## config.mk

```make
export PLATFORM = sky130hd
export DESIGN_NAME = mario_sprite_sequencer
export DESIGN_NICKNAME = d
export VERILOG_FILES = /design/src/rtl/mario_sprite_sequencer.sv
export SDC_FILE = /design/constraint.sdc
export NUM_CORES = 1
export LEC_CHECK = 0
export CAP_MARGIN = 40
export CORE_ASPECT_RATIO = 0.9
export CORE_MARGIN = 2
export CORE_UTILIZATION = 47
export DETAILED_ROUTE_END_ITERATION = 6
export PLACE_DENSITY = 0.78
export REMOVE_ABC_BUFFERS = 1
export SLEW_MARGIN = 20
export SYNTH_ARGS = -nofsm -noshare
export SYNTH_HDL_FRONTEND = slang
export SYNTH_SLANG_ARGS = --single-unit
```

## constraint.sdc

```tcl
create_clock -name Clk -period 5.55 [get_ports Clk]
set_input_delay 1.11 -clock Clk [delete_from_list [all_inputs] [get_ports Clk]]
set_output_delay 1.11 -clock Clk [all_outputs]
set_load 0.005 [all_outputs]
```

## src/rtl/mario_sprite_sequencer.sv

```systemverilog
// Big-Mario sprite sequencer: walk/jump frame FSM plus a 2-stage ROM address/colour pipeline.
// Optional macro MARIO_MIRROR_EN enables horizontal mirroring via facing_left.
module mario_sprite_sequencer #(
  parameter int          SPR_W     = 21,
  parameter int          SPR_H     = 41,
  parameter int          ANIM_DIV  = 6,
  parameter logic [23:0] KEY_COLOR = 24'h800080
) (
  input  logic        Clk,
  input  logic        Reset_n,
  input  logic        frame_tick,
  input  logic        walking,
  input  logic        airborne,
  input  logic        facing_left,
  input  logic [9:0]  mario_x,
  input  logic [9:0]  mario_y,
  input  logic        pix_req,
  input  logic [9:0]  draw_x,
  input  logic [9:0]  draw_y,
  output logic [9:0]  rom_address,
  output logic [2:0]  frame_sel,
  input  logic [23:0] rom_color,
  output logic        pix_valid,
  output logic [23:0] pix_color,
  output logic        pix_opaque
);

  typedef enum logic [2:0] {
    ST_STAND = 3'd0,
    ST_WALK1 = 3'd1,
    ST_WALK2 = 3'd2,
    ST_WALK3 = 3'd3,
    ST_JUMP  = 3'd4
  } anim_state_e;

  localparam logic [5:0] CNT_LAST = 6'(ANIM_DIV - 1);

  anim_state_e state_q;
  logic [5:0]  cnt_q;
  logic [2:0]  frame_sel_q;

  // frame_sel is written together with the state so the ROM mux follows on the cycle after the tick.
  always_ff @(posedge Clk) begin
    if (!Reset_n) begin
      state_q     <= ST_STAND;
      cnt_q       <= '0;
      frame_sel_q <= 3'd0;
    end else if (frame_tick) begin
      if (airborne) begin
        state_q     <= ST_JUMP;
        cnt_q       <= '0;
        frame_sel_q <= 3'd4;
      end else if (!walking) begin
        state_q     <= ST_STAND;
        cnt_q       <= '0;
        frame_sel_q <= 3'd0;
      end else if (state_q == ST_STAND || state_q == ST_JUMP) begin
        state_q     <= ST_WALK1;
        cnt_q       <= '0;
        frame_sel_q <= 3'd1;
      end else if (cnt_q == CNT_LAST) begin
        cnt_q <= '0;
        case (state_q)
          ST_WALK1: begin state_q <= ST_WALK2; frame_sel_q <= 3'd2; end
          ST_WALK2: begin state_q <= ST_WALK3; frame_sel_q <= 3'd3; end
          default:  begin state_q <= ST_WALK1; frame_sel_q <= 3'd1; end
        endcase
      end else begin
        cnt_q <= cnt_q + 6'd1;
      end
    end
  end

  logic [10:0] dx_d, dy_d;
  logic        inbox_d;
  logic [9:0]  col_d;
  logic [9:0]  addr_d;

  assign dx_d    = {1'b0, draw_x} - {1'b0, mario_x};
  assign dy_d    = {1'b0, draw_y} - {1'b0, mario_y};
  assign inbox_d = !dx_d[10] && (dx_d < 11'(SPR_W)) && !dy_d[10] && (dy_d < 11'(SPR_H));

`ifdef MARIO_MIRROR_EN
  assign col_d = facing_left ? (10'(SPR_W - 1) - dx_d[9:0]) : dx_d[9:0];
`else
  logic unused_facing_left;
  assign unused_facing_left = facing_left;
  assign col_d = dx_d[9:0];
`endif

  // Inside the box dy*SPR_W+col tops out at 860, so 10-bit arithmetic cannot wrap.
  assign addr_d = inbox_d ? (dy_d[9:0] * 10'(SPR_W) + col_d) : 10'd0;

  logic [9:0]  rom_address_q;
  logic        v1_q, in1_q;
  logic        pix_valid_q, pix_opaque_q;
  logic [23:0] pix_color_q;

  always_ff @(posedge Clk) begin
    if (!Reset_n) begin
      rom_address_q <= '0;
      v1_q          <= 1'b0;
      in1_q         <= 1'b0;
      pix_valid_q   <= 1'b0;
      pix_color_q   <= '0;
      pix_opaque_q  <= 1'b0;
    end else begin
      rom_address_q <= addr_d;
      v1_q          <= pix_req;
      in1_q         <= inbox_d;
      pix_valid_q   <= v1_q;
      pix_color_q   <= in1_q ? rom_color : 24'd0;
      pix_opaque_q  <= in1_q && (rom_color != KEY_COLOR);
    end
  end

  assign rom_address = rom_address_q;
  assign frame_sel   = frame_sel_q;
  assign pix_valid   = pix_valid_q;
  assign pix_color   = pix_color_q;
  assign pix_opaque  = pix_opaque_q;

endmodule

```

==> results of run 1 <==
area by class of cell:
type,count,area [µm²]
Inverter,57,214.0
Multi-Input combinational cell,271,2246
Clock buffer,5,68.82
Timing Repair Buffer,130,1254
Sequential cell,47,940.9
Tap cell,93,116.4
Clock inverter,3,46.29
Fill cell,578,2153
worst max path at each step:
| stage | cells after the start | to | slack [ns] |
|---|---|---|---|
| after floorplan | 19 | rom_address[9] | 0.48 |
| after detailed placement | 20 | rom_address[9] | -0.14 |
| final | 19 | rom_address[9] | 0.18 |
| after CTS | 19 | rom_address[9] | 0.18 |
| after global routing | 19 | rom_address[9] | -0.0005 |
| after global placement | 18 | rom_address[9] | -0.06 |
cell usage in the layout (no fill, tap or decap), types with 2 or more instances in the layout:
cell type | synthesis | routed
xnor2_1 | 11 | 11
xor2_1 | 12 | 12
a21boi_0 | 2 | 2
nor4b_1 | 2 | 2
nor2_1 | 26 | 26
buf_4 | 0 | 21
clkdlybuf4s50_1 | 0 | 108
nor4_1 | 5 | 5
o2111ai_1 | 2 | 2
and2_1 | 6 | 6
nor2b_1 | 7 | 7
and3_1 | 25 | 25
a211oi_1 | 4 | 4
nand4_1 | 2 | 2
fa_1 | 13 | 13
a21oi_2 | 0 | 2
nand2b_1 | 9 | 9
nand3b_1 | 2 | 2
nand3_1 | 5 | 5
clkbuf_8 | 0 | 5
a31oi_1 | 3 | 3
nor4_2 | 2 | 2
a21oi_1 | 9 | 7
o21a_1 | 5 | 5
dfxtp_1 | 47 | 47
a21o_1 | 5 | 5
inv_1 | 57 | 57
nor3_1 | 10 | 9
ha_1 | 47 | 47
nand2_1 | 17 | 17
o21ai_0 | 11 | 10
power by group:
group / total (W) / leakage (nW) / switching, W / internal, W
sequential: 0.000340 / 0.379 / 0.00000117 / 0.000338
combinational: 0.000960 / 1.81 / 0.000464 / 0.000496
clock: 0.000254 / 0.0548 / 0.000118 / 0.000136
total: 0.00155 / 2.24 / 0.000583 / 0.000970
registers in the layout, indices dropped and copies added (netlist names):
signal,cells
pix_color,24
rom_address,10
cnt_q,6
frame_sel,3
in1_q,1
pix_opaque,1
pix_valid,1
v1_q,1
layer usage:
| metal | vias up | track usage, % | routed length (µm) |
|---|---|---|---|
| met5 | - | 0 | 0 |
| met4 | 0 | 5.138 | 143 |
| met3 | 9 | 2.931 | 465 |
| met2 | 88 | 37.21 | 3791 |
| met1 | 1394 | 23.97 | 3406 |
| li1 | 1571 | - | - |
kinds of logic (layout without fill, tap and decap cells):
logic type / after synthesis / in the layout / share of synthesized area [%]
multiplexers: 2 / 2 / 0.6216
flip-flops: 47 / 47 / 27.50
AND/OR/NAND/NOR: 128 / 128 / 21.13
buffers and inverters: 64 / 195 / 7.240
AO/OA/AOI/OAI: 57 / 57 / 12.07
adder cells (fa/ha/maj): 60 / 60 / 24.79
XOR/XNOR: 24 / 24 / 6.655
per-stage QoR:
step	TNS [ns]	util, %
5_1_grt	-0.0005307	69.41
6_report	0	69.41
3_3_place_gp	-0.06270	67.38
2_1_floorplan	0	-
3_5_place_dp	-0.2253	67.60
4_1_cts	0	69.23
critical path, cell delays in order:
cell and delay [ns]:
clkdlybuf4s50_1 0.48, inv_1 0.05, ha_1 0.28, nor2b_4 0.13, buf_4 0.13, o31a_1 0.26, o41ai_2 0.31, xor2_1 0.23
inv_1 0.08, ha_1 0.29, inv_1 0.07, fa_1 0.43, fa_1 0.55, inv_1 0.04, ha_1 0.22, or4_1 0.48
a31oi_1 0.21, xnor2_1 0.13, nor3_1 0.06
==> flow_summary_export.csv, run 1 <==
group,metric,value,unit
cts,cts-root-buf,"clkbuf_8",
synthesis,synth_area_leader_cell,"dfxtp_1",
final_layout,drive_gt1_share,8.577,%
floorplan,io_pins,110,
global_routing,groute.usage.overall,20.00,%
cts,max-clock-path-buffers,2,
cts,holdBufCountCts,0,
timing,finalHoldViolations,0,
synthesis,ys.flop_type,"dfxtp_1",
synthesis,ys_seq_area_share,27.50,%
detailed_routing,ant_nets,0,
min_path,worstHoldPathCells,1,
timing,drv_slew,0,
global_routing,grt_max_degree,28,
critical_path,worstSetupEndpointType,"flip-flop",
placed_design,detailedPlacementHpwl,6.576,mm
synthesis,yosysMostFrequentCell,"inv_1",
global_routing,grt_pass1_wl,13.04,mm
min_path,hold_class,"flip-flop to flip-flop",
power_and_ir_drop,p_per_area,318.0,nW/µm²
detailed_routing,via_per_inst,5.053,
detailed_routing,drtIter0Drc,111,
detailed_routing,vias,3062,
critical_path,r2r_slack,3.58,ns
critical_path,reg2reg_depth,8,
global_routing,grt_overflow,0,
cts,post_cts_buffers,0,
synthesis,synth-edff-count,0,
detailed_routing,wl,7.807,mm
critical_path,r2r_start,"cnt_q[0]",
outcome,status,"finished, final reports clean",
synthesis,synth_seq_cells,47,
job,max_cap_violations,0,
placed_design,dp.cells,598,
final_layout,nets,643,
timing,skew,0.007753,ns
final_layout,final_cells,606,
floorplan,start_util,48.61,%
critical_path,critical_path.startpoint,"mario_y[1]",
placed_design,gp_routability_congestion,0.8554,
timing,max_freq,186.3,MHz
cts,cts_tree,"yes",
floorplan,fp.dieW,93.95,µm
cts,cts_buffers,5,
synthesis,ys_types,58,
critical_path,startpoint_type,"input pin",
detailed_routing,firstDrtPassIters,4,
cts,clk_latency,0.30,ns
timing,fin_ws,0.1815,ns
synthesis,ys_warn_count,0,
placed_design,place_area,4758,µm²
synthesis,synth_top_area_share,27.50,%
critical_path,critPathKind,"input pin to flip-flop",
synthesis,synthCells,382,
global_routing,grt_antenna_before_repair,0,
detailed_routing,post-route-drc-count,0,
timing,slew_headroom,59.12,%
critical_path,crit_fanout,3,
synthesis,synth_area_leaders,"dfxtp_1 (27%), ha_1 (17%), fa_1 (7.6%)",
placed_design,pre_cts_ws,-0.1410,ns
cts,cts_max_level,2,
floorplan,die_area,7981,µm²
floorplan,fp.coreArea,7039,µm²
final_layout,syn_to_final_growth,42.78,%
critical_path,crit_required,5.73,ns
power_and_ir_drop,peakVddDrop,194.8,µV
synthesis,postSynthAreaPerCell,8.958,µm²
final_layout,diodes,0,
cts,path_clk_slew,0.09,ns
placed_design,portBuffers,108,
cts,cts.sinks,47,
critical_path,r2r_end,"frame_sel[1]",
min_path,worstHoldStart,"v1_q",
detailed_routing,routedWlPerCell,12.88,µm
critical_path,arrival,5.55,ns
timing,setup_viol,0,
cts,cts_resized,0,
min_path,min_to,"pix_valid",
floorplan,fp.dieH,84.95,µm
timing,worst_slew_pin_slew,0.6124,ns
global_routing,first_global_vias,3087,
power_and_ir_drop,power.leakage,2.241,nW
synthesis,syn_area,3422,µm²
floorplan,num_rows,29,
timing,min_period_over_period,96.73,%
synthesis,ys_async_sr_fraction,0,%
synthesis,synth_common_cells,"inv_1 (57), dfxtp_1 (47), ha_1 (47)",
power_and_ir_drop,power,0.001554,W
timing,period_minus_slack,5.368,ns
final_layout,final_area,4886,µm²
timing,whs,0.4573,ns
Power figures use the tool's default switching activity.
==> run 2, diff against run 1 <==
- HOLD_SLACK_MARGIN: default -> 0.03
- MAX_ROUTING_LAYER: default -> met4
- PLACE_DENSITY: 0.78 -> default
- PLACE_DENSITY_LB_ADDON: default -> 0.08
==> run 2 against run 1 <==
Effect of this change: maximum frequency is 1.6% higher; utilization is 0.78 points higher; first-iteration DRC count down 29%; clock-buffer cell count stayed put; sequential power about the same; clock power shrank 3%; die area stayed put; final area grew 1.1%; via count fell by 0.52%; power rose by 6.0%; sequential cell count is the same; critical path type unchanged; combinational power is 10% higher.
==> flow_summary_export.csv, run 2 (same netlist as run 1, synthesis figures left out) <==
group,metric,value,unit
critical_path,arrival,5.46,ns
timing,drv_slew,0,
floorplan,start_util,48.61,%
timing,slew_headroom,61.39,%
min_path,hold_class,"flip-flop to flip-flop",
cts,cts.sinks,47,
detailed_routing,wl,7.141,mm
power_and_ir_drop,peakVddDrop,225.8,µV
placed_design,place_area,4773,µm²
timing,period_minus_slack,5.284,ns
critical_path,startpoint_type,"input pin",
global_routing,grt_overflow,0,
cts,clk_latency,0.29,ns
timing,setup_viol,0,
final_layout,syn_to_final_growth,44.39,%
detailed_routing,ant_nets,0,
timing,max_freq,189.3,MHz
placed_design,pre_cts_ws,-0.09825,ns
floorplan,num_rows,29,
cts,cts-root-buf,"clkbuf_8",
critical_path,critPathKind,"input pin to flip-flop",
final_layout,layout_commonest_cell,"clkdlybuf4s50_1",
final_layout,final_area,4941,µm²
power_and_ir_drop,power.leakage,2.271,nW
detailed_routing,drtIter0Drc,79,
detailed_routing,vias,3046,
min_path,worstHoldPathCells,1,
detailed_routing,post-route-drc-count,0,
timing,skew,0.009622,ns
cts,path_clk_slew,0.09,ns
timing,min_period_over_period,95.21,%
power_and_ir_drop,power,0.001647,W
cts,holdBufCountCts,0,
critical_path,crit_fanout,3,
placed_design,gp_routability_congestion,0.8248,
final_layout,diodes,0,
detailed_routing,firstDrtPassIters,4,
critical_path,reg2reg_depth,9,
floorplan,fp.coreArea,7039,µm²
power_and_ir_drop,p_per_area,333.4,nW/µm²
final_layout,largest_reg_flops,24,
cts,cts_tree,"yes",
global_routing,grt_max_degree,26,
final_layout,final_cell_mix,"clkdlybuf4s50_1 (108), inv_1 (57), ha_1 (47), dfxtp_1 (47), nor2_1 (26)",
floorplan,fp.dieH,84.95,µm
global_routing,groute.usage.overall,18.37,%
cts,cts_buffers,5,
cts,max-clock-path-buffers,2,
final_layout,drive_gt1_share,9.884,%
placed_design,detailedPlacementHpwl,6.117,mm
timing,worst_slew_pin_slew,0.5784,ns
global_routing,grt_antenna_before_repair,0,
outcome,status,"finished, final reports clean",
global_routing,first_global_vias,2909,
floorplan,die_area,7981,µm²
floorplan,fp.dieW,93.95,µm
job,max_cap_violations,0,
placed_design,portBuffers,108,
detailed_routing,via_per_inst,5.002,
timing,rsz0062_at_grt,"false",
timing,fin_setup_tns,0,ns
final_layout,nets,646,
timing,finalHoldViolations,0,
critical_path,crit_required,5.72,ns
global_routing,grt_pass1_wl,11.80,mm
critical_path,worstSetupEndpointType,"flip-flop",
timing,fin_ws,0.2660,ns
detailed_routing,routedWlPerCell,11.73,µm
cts,cts_max_level,2,
floorplan,io_pins,110,
==> run 2: layout make-up <==
class | count | area [µm²]
Multi-Input combinational cell | 271 | 2278
Clock buffer | 5 | 68.82
Clock inverter | 3 | 46.29
Fill cell | 563 | 2098
Timing Repair Buffer | 133 | 1276
Tap cell | 93 | 116.4
Sequential cell | 47 | 940.9
Inverter | 57 | 214.0
==> run 2: timing repair <==
item / in CTS / in global routing
endpoints found under the setup margin: 0 / 1
resized for setup: 0 / 9
buffers inserted: 0 / 1
==> run 2: worst paths after layout <==
| check | start | end | slack, ns |
|---|---|---|---|
| setup / recovery | mario_y[1] | rom_address[9] | 0.27 |
| hold / removal | v1_q | pix_valid | 0.44 |
| setup reg to reg | cnt_q[1] | frame_sel[1] | 3.63 |
| hold reg to reg | v1_q | pix_valid | 0.44 |
==> run 2: power breakdown <==
group / switching (W) / internal, W / leakage (nW)
Combinational: 0.000509 / 0.000553 / 1.84
Sequential: 0.00000106 / 0.000338 / 0.379
Clock: 0.000111 / 0.000136 / 0.0548
==> run 2: per-stage QoR <==
stage | hold WS (ns) | util (%) | cells
5_1_grt | 0.4568 | 70.19 | 609
4_1_cts | 0.4443 | 69.45 | 608
3_5_place_dp | 0.4326 | 67.81 | 600
6_report | 0.4395 | 70.19 | 609
3_3_place_gp | 0.4130 | 67.60 | 599
2_1_floorplan | 0.4118 | - | 375
==> run 2: metal layers <==
metal	track usage, %	routed length (µm)	vias up	share of wire, %
met1	20.99	3166	1377	44
met5	-	0	-	0
li1	-	-	1574	-
met3	1.954	402	9	5.6
met2	33.83	3462	86	48
met4	5.138	110	0	1.5
==> run 2: critical path, cell delays in order <==
cell and delay (ns):
clkdlybuf4s50_1 0.48, inv_1 0.05, ha_1 0.28, nor2b_4 0.13
o21a_1 0.17, or3_2 0.42, and2_4 0.19, ha_1 0.29
inv_1 0.07, fa_1 0.43, fa_1 0.54, inv_1 0.04
ha_1 0.29, nor2b_1 0.14, or4_4 0.44, a31oi_4 0.19
xnor2_2 0.13, nor3_2 0.06
